### config.mk
export PLATFORM = sky130hd
export DESIGN_NAME = ps2_wb_fifo_flat
export DESIGN_NICKNAME = d
export VERILOG_FILES = /design/src/rtl/ps2_wb_fifo_if.sv /design/src/rtl/ps2_wb_fifo.sv /design/src/flat_wrapper.sv
export SDC_FILE = /design/constraint.sdc
export NUM_CORES = 1
export LEC_CHECK = 0
export ABC_AREA = 1
export CAP_MARGIN = 30
export CELL_PAD_IN_SITES_DETAIL_PLACEMENT = 1
export CELL_PAD_IN_SITES_GLOBAL_PLACEMENT = 1
export CORE_MARGIN = 3
export CORE_UTILIZATION = 46
export DETAILED_ROUTE_END_ITERATION = 8
export GPL_TIMING_DRIVEN = 0
export HOLD_SLACK_MARGIN = 0.1
export PLACE_DENSITY_LB_ADDON = 0.1
export SYNTH_ARGS = -nofsm -noshare
export SYNTH_HDL_FRONTEND = slang
export SYNTH_SLANG_ARGS = --single-unit
### constraint.sdc
create_clock -name io_read_clk -period 9.45 [get_ports io_read_clk]
set_input_delay 1.89 -clock io_read_clk [delete_from_list [all_inputs] [get_ports io_read_clk]]
set_output_delay 1.89 -clock io_read_clk [all_outputs]
set_load 0.01 [all_outputs]
### src/rtl/ps2_wb_fifo_if.sv
// ps2_wb_fifo_if: Wishbone-style slave bus between the CPU I/O fabric and the PS/2 keyboard port.
interface ps2_wb_fifo_if;
    logic [31:0] dat_i;
    logic [31:0] adr_i;
    logic        we_i;
    logic        stb_i;
    logic [31:0] dat_o;
    logic        ack_o;
    modport master (output dat_i, adr_i, we_i, stb_i, input dat_o, ack_o);
    modport slave  (input dat_i, adr_i, we_i, stb_i, output dat_o, ack_o);
endinterface

### src/rtl/ps2_wb_fifo.sv
// ps2_wb_fifo: PS/2 keyboard receiver feeding a scancode FIFO, with status/control registers and irq.
module ps2_wb_fifo #(
    parameter int DEPTH   = 16,
    parameter int TIMEOUT = 5000
) (
    input  logic                io_read_clk,
    input  logic                rst,
    ps2_wb_fifo_if.slave        bus,
    input  logic                PS2_clk,
    input  logic                PS2_Data,
    output logic                irq,
    output logic [7:0]          key,
    output logic [31:0]         key_d
);
    localparam int AW = $clog2(DEPTH);
    localparam int TW = $clog2(TIMEOUT + 1);

    typedef enum logic {IDLE, RECV} rx_state_e;

    rx_state_e     state_q;
    logic [2:0]    c_q;
    logic [1:0]    d_q;
    logic [3:0]    bit_q;
    logic [8:0]    sr_q;
    logic [TW-1:0] tmo_q;
    logic [7:0]    rx_q;
    logic          push_q, perr_q, ferr_q, fall;

    assign fall = c_q[2] & ~c_q[1];

    // Sync flops reset high so the idle bus does not look like a falling edge.
    always_ff @(posedge io_read_clk or posedge rst) begin
        if (rst) begin
            c_q     <= '1;
            d_q     <= '1;
            state_q <= IDLE;
            bit_q   <= '0;
            sr_q    <= '0;
            tmo_q   <= '0;
            rx_q    <= '0;
            push_q  <= 1'b0;
            perr_q  <= 1'b0;
            ferr_q  <= 1'b0;
        end else begin
            c_q    <= {c_q[1:0], PS2_clk};
            d_q    <= {d_q[0], PS2_Data};
            push_q <= 1'b0;
            perr_q <= 1'b0;
            ferr_q <= 1'b0;
            if (state_q == IDLE) begin
                tmo_q <= '0;
                if (fall && !d_q[1]) begin
                    state_q <= RECV;
                    bit_q   <= 4'd1;
                end
            end else if (fall) begin
                tmo_q <= '0;
                bit_q <= bit_q + 4'd1;
                if (bit_q == 4'd10) begin
                    state_q <= IDLE;
                    rx_q    <= sr_q[7:0];
                    if (!(^sr_q)) perr_q <= 1'b1;
                    else if (!d_q[1]) ferr_q <= 1'b1;
                    else push_q <= 1'b1;
                end else begin
                    sr_q <= {d_q[1], sr_q[8:1]};
                end
            end else if (tmo_q == TW'(TIMEOUT - 1)) begin
                state_q <= IDLE;
                ferr_q  <= 1'b1;
            end else begin
                tmo_q <= tmo_q + TW'(1);
            end
        end
    end

    logic [7:0]  mem_q [DEPTH];
    logic [AW-1:0] wptr_q, rptr_q;
    logic [AW:0] cnt_q, cnt_d;
    logic [31:0] dat_q, hist_q, rd_data;
    logic [7:0]  key_q;
    logic [2:0]  clr;
    logic [1:0]  sel;
    logic        ack_q, ovf_q, perr_st_q, ferr_st_q, irq_en_q, irq_en_d, irq_q;
    logic        txn, wr, pop, flush, push_ok, ovf_set, full, nonempty;
    logic        unused;

    assign unused = ^{bus.adr_i[31:4], bus.adr_i[1:0], bus.dat_i[31:5]};

    // A DATA pop only happens if the presented word carried a byte (bit 8).
    always_comb begin
        sel      = bus.adr_i[3:2];
        txn      = bus.stb_i & ack_q;
        wr       = txn & bus.we_i;
        full     = cnt_q == (AW+1)'(DEPTH);
        nonempty = |cnt_q;
        pop      = txn & ~bus.we_i & (sel == 2'd0) & dat_q[8];
        flush    = wr & (sel == 2'd2) & bus.dat_i[1];
        push_ok  = push_q & ~flush & (~full | pop);
        ovf_set  = push_q & ~flush & full & ~pop;
        clr      = (wr && sel == 2'd1) ? bus.dat_i[4:2] : 3'b000;
        irq_en_d = (wr && sel == 2'd2) ? bus.dat_i[0] : irq_en_q;
        cnt_d    = flush ? '0 : cnt_q + (AW+1)'(push_ok) - (AW+1)'(pop);
        rd_data  = sel == 2'd0 ? (nonempty ? {23'b0, 1'b1, mem_q[rptr_q]} : 32'h0000_00AA) :
                   sel == 2'd1 ? {16'b0, 8'(cnt_q), 3'b0, ferr_st_q, perr_st_q, ovf_q, full, nonempty} :
                   sel == 2'd2 ? {31'b0, irq_en_q} : hist_q;
    end

    always_ff @(posedge io_read_clk or posedge rst) begin
        if (rst) begin
            ack_q     <= 1'b0;
            dat_q     <= '0;
            ovf_q     <= 1'b0;
            perr_st_q <= 1'b0;
            ferr_st_q <= 1'b0;
            irq_en_q  <= 1'b0;
            irq_q     <= 1'b0;
            cnt_q     <= '0;
            wptr_q    <= '0;
            rptr_q    <= '0;
            key_q     <= '0;
            hist_q    <= '0;
        end else begin
            ack_q     <= bus.stb_i & ~ack_q;
            if (bus.stb_i && !ack_q) dat_q <= rd_data;
            ovf_q     <= (ovf_q & ~clr[0]) | ovf_set;
            perr_st_q <= (perr_st_q & ~clr[1]) | perr_q;
            ferr_st_q <= (ferr_st_q & ~clr[2]) | ferr_q;
            irq_en_q  <= irq_en_d;
            cnt_q     <= cnt_d;
            irq_q     <= irq_en_d & (|cnt_d);
            wptr_q    <= flush ? '0 : wptr_q + AW'(push_ok);
            rptr_q    <= flush ? '0 : rptr_q + AW'(pop);
            if (pop) begin
                key_q  <= mem_q[rptr_q];
                hist_q <= {hist_q[23:0], mem_q[rptr_q]};
            end
        end
    end

    always_ff @(posedge io_read_clk) begin
        if (push_ok) mem_q[wptr_q] <= rx_q;
    end

    assign bus.dat_o = dat_q;
    assign bus.ack_o = ack_q;
    assign irq       = irq_q;
    assign key       = key_q;
    assign key_d     = hist_q;
endmodule

### src/flat_wrapper.sv
// flat-port wrapper written by rule: the top's interface ports become plain ports
module ps2_wb_fifo_flat 
#(
    parameter int DEPTH   = 16,
    parameter int TIMEOUT = 5000
)
  (io_read_clk, rst, PS2_clk, PS2_Data, irq, key, key_d, bus_dat_i, bus_adr_i, bus_we_i, bus_stb_i, bus_dat_o, bus_ack_o);
  ps2_wb_fifo_if bus_i ();
  input  logic io_read_clk;
  input  logic rst;
  input  logic PS2_clk;
  input  logic PS2_Data;
  output logic irq;
  output logic [7:0] key;
  output logic [31:0] key_d;
  input wire logic [$bits(bus_i.dat_i)-1:0] bus_dat_i;
  input wire logic [$bits(bus_i.adr_i)-1:0] bus_adr_i;
  input wire logic [$bits(bus_i.we_i)-1:0] bus_we_i;
  input wire logic [$bits(bus_i.stb_i)-1:0] bus_stb_i;
  output wire logic [$bits(bus_i.dat_o)-1:0] bus_dat_o;
  output wire logic [$bits(bus_i.ack_o)-1:0] bus_ack_o;
  assign bus_i.dat_i = bus_dat_i;
  assign bus_i.adr_i = bus_adr_i;
  assign bus_i.we_i = bus_we_i;
  assign bus_i.stb_i = bus_stb_i;
  assign bus_dat_o = bus_i.dat_o;
  assign bus_ack_o = bus_i.ack_o;
  ps2_wb_fifo #(.DEPTH(DEPTH), .TIMEOUT(TIMEOUT)) u_core (.io_read_clk(io_read_clk), .rst(rst), .bus(bus_i), .PS2_clk(PS2_clk), .PS2_Data(PS2_Data), .irq(irq), .key(key), .key_d(key_d));
endmodule
### After elaboration in Yosys (flattened, before gate mapping)

Memories as Yosys holds them, arrays and structs flattened.
Cells that the tools add are included.

* reductions and logical operators: 14
* bitwise gates (word level): 31
* $add $sub $neg: 6
* multiplexer cells: 37
* eq/ne operators: 7

Operator list (count)
* $mux 32: 3
* $mux 13: 3
* $mux 1: 23
* $mux 4: 5
* $and 1x1->1: 17
* $add 13x1->13 const B: 1
* $eq 13x13->1 const B: 1
* $not 1->1: 10
* $reduce_or 5->1: 2
* $mux 9: 1
* $reduce_xor 9->1: 1
* $add 4x1->4: 2
* $reduce_and 3->1: 2
* $add 5x1->5: 1
* $eq 5x5->1 const B: 1
* $mux 5: 1
* $sub 5x1->5: 1
* $add 4x1->4 const B: 1
* $eq 4x4->1 const B: 1
* $logic_and 1x1->1: 4
* $or 1x1->1: 4
* $mux 3: 1
* $ne 3x3->1 const B: 1
* $eq 2x1->1 const B: 1
* 6 further kinds: 7

* word-level logic and storage cells: 118
* memories: 1
* memory bits (writable): 128
* output and inout port bits: 74
* bits of input ports: 70
* flip-flop bits (word level): 134

Memories
* u_core.mem_q: words 16, width 8, rd ports 1, clocked after memory_dff 0, wr ports 1, RTL line ps2_wb_fifo.sv:77 `logic [7:0] mem_q [DEPTH];`

### Logic depth before layout (Yosys ltp)

* depth in word-level cells: 12
* mapped depth: 17
* gate-level depth less buffers: 15

### Worst setup path before layout

OpenSTA, ideal clock, no wires.

* kind: in2reg
* from: input bus_we_i
* to: register u_core.irq_q, in the netlist u_core.irq
* stages on the path: 17
* arrival: 4065 ps
* data required time: 9379 ps
* library setup time: 71 ps
* setup slack: 5314 ps
* cells stage by stage: inv_1 nand2_1 nor3_4 buf_4 buf_2 ha_1 inv_1 ha_1 inv_1 fa_1 inv_1 a21oi_1 o21bai_1 o21ai_0 a21oi_1 nor2_1 nor2_1

* longest elaborated chain between the ends: 11
* elaborated cells between the ends (all ways): 18
* those cells by class: 2 x add/sub; 2 x mux; 12 x bitwise; 2 x reduce/logical

Ends and longest elaborated chain
* start, declared: RTL line flat_wrapper.sv:18 `input wire logic [$bits(bus_i.we_i)-1:0] bus_we_i;`
* $and 1x1->1 / $not 1->1 (equally long branches): RTL line ps2_wb_fifo.sv:94, ps2_wb_fifo.sv:97
* $and 1x1->1, on equally long branches (2 in series): RTL line ps2_wb_fifo.sv:98, ps2_wb_fifo.sv:97
* $not 1->1 / $and 1x1->1 (equally long branches): RTL line ps2_wb_fifo.sv:99, ps2_wb_fifo.sv:97
* $and 1x1->1 / $or 1x1->1 (equally long branches): RTL line ps2_wb_fifo.sv:99 `push_ok = push_q & ~flush & (~full | pop);`
* $and 1x1->1: RTL line ps2_wb_fifo.sv:99
* $add 5x1->5: RTL line ps2_wb_fifo.sv:103 `cnt_d = flush ? '0 : cnt_q + (AW+1)'(push_ok) - (AW+1)'(pop);`
* $sub 5x1->5: RTL line ps2_wb_fifo.sv:103
* $mux 5 (*): RTL line ps2_wb_fifo.sv:103
* named net u_core.cnt_d[4]: RTL line ps2_wb_fifo.sv:79 `logic [AW:0] cnt_q, cnt_d;`
* $reduce_or 5->1 (*): RTL line ps2_wb_fifo.sv:131 `irq_q <= irq_en_d & (|cnt_d);`
* $and 1x1->1 (*): RTL line ps2_wb_fifo.sv:131
* end signal, assigned: RTL line ps2_wb_fifo.sv:131
* end, declared: RTL line ps2_wb_fifo.sv:84 `logic ack_q, ovf_q, perr_st_q, ferr_st_q, irq_en_q, irq_en_d, irq_q;`

Mark *: on every way through the listed nets, which the timed path passes. The rest lies on a longest branch.
A chain may end at the register's enable or synchronous reset.

### Final worst setup path

* from: input bus_adr_i[3]
* to: register u_core.irq_q, in the netlist u_core.irq

* longest elaborated chain between the ends: 11
* elaborated cells between the ends (all ways): 17
* those cells by class: 2 x add/sub; 1 x eq/ne; 2 x mux; 9 x bitwise; 3 x reduce/logical

Ends and longest elaborated chain
* start, declared: RTL line flat_wrapper.sv:17 `input wire logic [$bits(bus_i.adr_i)-1:0] bus_adr_i;`
* $eq 2x2->1: RTL line ps2_wb_fifo.sv:98 `flush = wr & (sel == 2'd2) & bus.dat_i[1];`
* $and 1x1->1 (2 in series): RTL line ps2_wb_fifo.sv:98
* $not 1->1: RTL line ps2_wb_fifo.sv:99
* $and 1x1->1 (2 in series): RTL line ps2_wb_fifo.sv:99
* $add 5x1->5: RTL line ps2_wb_fifo.sv:103
* $sub 5x1->5: RTL line ps2_wb_fifo.sv:103
* $mux 5 (*): RTL line ps2_wb_fifo.sv:103
* named net u_core.cnt_d[4]: RTL line ps2_wb_fifo.sv:79
* $reduce_or 5->1 (*): RTL line ps2_wb_fifo.sv:131
* $and 1x1->1 (*): RTL line ps2_wb_fifo.sv:131

Marks and branches as above.

==> results_dict.tcl <==
set metrics [dict create \
    worst_slack_ps 4760 \
    timing.fmax_mhz 213 \
    die_x_microns 160 \
    report.final.slew_viol_count 0 \
    layout_min_cycle_time_ps 4690 \
    drive_gt1_frac 0.0828 \
    power_leakage_nw 5.77 \
    peakVddDrop_uv 234 \
    r2r-start "u_core.bus.ack_o" \
    yosysUniqueCellTypes 47 \
    crit_path_max_fanout 11 \
    gp_congestion 0.847 \
    grt_pass1_wl_mm 48.3 \
    syn_nets 1156 \
    max_slew_margin 0.380 \
    drtIter0Drc 629 \
    crit_path_end_kind "flop" \
    insertion_delay_ps 540 \
    worstPathCellList "clkdlybuf4s50_1 -> inv_2 -> nand2_2 -> nor3_4 -> buf_4 -> buf_2 -> ha_1 -> inv_1 -> ha_1 -> inv_1 -> fa_1 -> inv_1 -> a21oi_1 -> o21bai_1 -> o21ai_0 -> a21oi_1 -> nor2_1 -> nor2_1" \
    core_sq_um 23000 \
    yosysMostFrequentCell "nand2_1" \
    cts_max_path_buffers 3 \
    cts.htree.levels 1 \
    synth-compound-area-share 0.0798 \
    post-place-ws_ps 4240 \
    drtAntennaViolNets 0 \
    final-setup-viol-count 0 \
    io_buffers 86 \
    synthMuxAreaShare 0.00183 \
    rrSetupSlack_ps 6380 \
    r2r-end "u_core.irq" \
    cts_made_buffers 27 \
    cts_num_sinks 254 \
    layout-area-overhead-vs-synth_pct 19.2 \
    initial_utilization 0.477 \
    final.setup_skew_ps 11.6 \
    synth-simple-area-share 0.176 \
    synth_xor_area_frac 0.00879 \
    fin_crit_sh 0.497 \
    ys_seq_elements 254 \
    crit_top_cell "inv_1" \
    wl_per_cell_microns 20.2 \
    cts_resized 0 \
    multiInputGateArea_sq_um 3110 \
    synth_edf_count 128 \
    n_fill_cell 2594 \
    cp-start-kind "input pin" \
    viasPerCell 5.36 \
    via_count 8147 \
    maxCapViolations 0 \
    endpoint "u_core.irq" \
    yosys_warnings 0 \
    grt_max_degree 67 \
    grt_pass1_vias 8520 \
    rows 55 \
    die_h_microns 160 \
    gr-total-overflow 0 \
    synth_adder_area_share 0.0167 \
    synth-seq-area-share 0.639 \
    postCtsSetupRepairBufs 0 \
    required_ps 9910 \
    p_per_area_nw_per_um2 257 \
    fp.dieArea_sq_um 25700 \
    synth_commonest_cells "nand2_1, inv_1, edfxtp_1, dfrtp_1, o21ai_0" \
    drt-pass1-iter-count 5 \
    hold_viol 0 \
    status "completed" \
    cpMaxStageDelayCell "clkdlybuf4s50_1" \
    slowest_delay_ps 550 \
    yosysTopAreaCellShare 0.351 \
    boundaryPins 144 \
    synthTopCellsByArea "edfxtp_1, dfrtp_1, nand2_1" \
    worstMarginPinSlew_ps 927 \
    root_buffer "clkbuf_16" \
    netlist_area_sq_um 11000 \
    clk_pin_slew_ps 60 \
    diodes 0 \
    antenna_found_initial 0 \
    wl_mm 30.8 \
    cts_tree "yes" \
    cts_hold_buf 0 \
    synth_top_flop_cell "edfxtp_1" \
    yosysTopAreaCell "edfxtp_1" \
    hold_class "reg -> reg" \
    critPathKind "in -> reg" \
    grt_use_total 0.240 \
    postSynthAreaPerCell_sq_um 10.2 \
    crit_family "buffers and inverters" \
    critPathArrivalTime_ps 5150 \
    async_flop_share 0.496 \
    regArea_sq_um 7000 \
    fin_setup_tns_ps 0 \
    setup.worst_path.start "bus_adr_i[3]" \
    synth_top_family_by_area "simple AND/OR/NAND/NOR gates" \
    cp_num_cells 18 \
    critPathBufInv 7 \
    rr_worst_depth 16 \
    fin_nets 1272 \
    worstHoldStart "u_core.d_q[0]" \
    drc 0 \
    synth_cells 1072 \
    rsz0062_at_grt "no" \
    dp_hpwl_mm 21.2 \
]
==> cell usage in the layout, fill, tap and decap left out, types with 9 or more instances in the layout <==
master             n
a21oi_1           21
a31oi_1            9
buf_2             19
buf_4             13
clkbuf_1          16
clkbuf_16         27
clkdlybuf4s50_1   86
dfrtp_1          121
edfxtp_1         128
ha_1              13
inv_1            128
nand2_1          243
nand3_1           89
nor2_1            90
o211ai_1          12
o21ai_0           97
==> state kept, by name (all words and copies together), names as in the netlist, 2 cells and up <==
signal            count
u_core.mem_q        128
u_core.cnt_q          5
u_core.sr_q           9
u_core.rx_q           8
u_core.c_q            3
u_core.tmo_q         13
u_core.bus.dat_o     32
u_core.key            7
u_core.wptr_q         4
u_core.d_q            2
u_core.bit_q          4
u_core.key_d         25
u_core.rptr_q         4
==> metal layers <==
layer / global-route usage / up-vias / routed length [microns]
met2: 0.405 / 231 / 14800
met5: 0 / - / 0
met3: 0.0299 / 45 / 1740
met1: 0.331 / 4097 / 13500
li1: - / 3774 / -
met4: 0.0623 / 0 / 733
==> area by class of cell <==
cell class,count,share of cell area
sequential,254,0.536
multi-input combinational,634,0.238
timing repair buffer,87,0.0680
clock buffer,39,0.0575
inverter,136,0.0395
tap,313,0.0300
buffer,48,0.0257
clock inverter,10,0.00537
==> cells by family after synthesis <==
group,count (synthesis)
and+or+nand+nor,451
DFF,254
buffers and inverters,184
AOI/OAI and AO/OA,156
adders and majority gates,14
xor gates and xnor gates,11
muxes,2
==> through the flow <==
step           cell area (sq um)   util  hold WS [ps]  std cells  total power, mW
2_1_floorplan              11000      -           345       1072             1.93
3_3_place_gp               12200  0.531           346       1471             2.33
3_5_place_dp               12200  0.532           347       1472             2.37
4_1_cts                    13100  0.568           356       1521             3.38
5_1_grt                    13100  0.568           364       1521             3.54
6_report                   13100  0.568           354       1521             3.35
==> report_power, final <==
| part | internal (mW) | switching (mW) | leakage, nW | total [mW] |
|---|---|---|---|---|
| combinational | 0.398 | 0.585 | 2.50 | 0.983 |
| clock | 0.574 | 0.422 | 0.398 | 0.997 |
| sequential | 1.27 | 0.107 | 2.87 | 1.37 |
| total | 2.24 | 1.11 | 5.77 | 3.35 |
==> worst register-to-register path: cells and delay by family, from the launching register on <==
family                   cells  cell delay, ps
buffers and inverters        5             730
AND/OR/NAND/NOR              4             550
AO/OA/AOI/OAI                4             520
adder cells (fa/ha/maj)      3             820
flip-flops                   1             370
==> worst min path at each step <==
stage                    endpoint  slack, ps  cells after the start
global placement    u_core.d_q[1]        350                      0
floorplan           u_core.c_q[1]        350                      0
CTS                 u_core.d_q[1]        360                      0
detailed placement  u_core.d_q[1]        350                      0
finish              u_core.d_q[1]        350                      0
global route        u_core.d_q[1]        360                      0
Note: power is estimated with default switching activity, not from simulation.
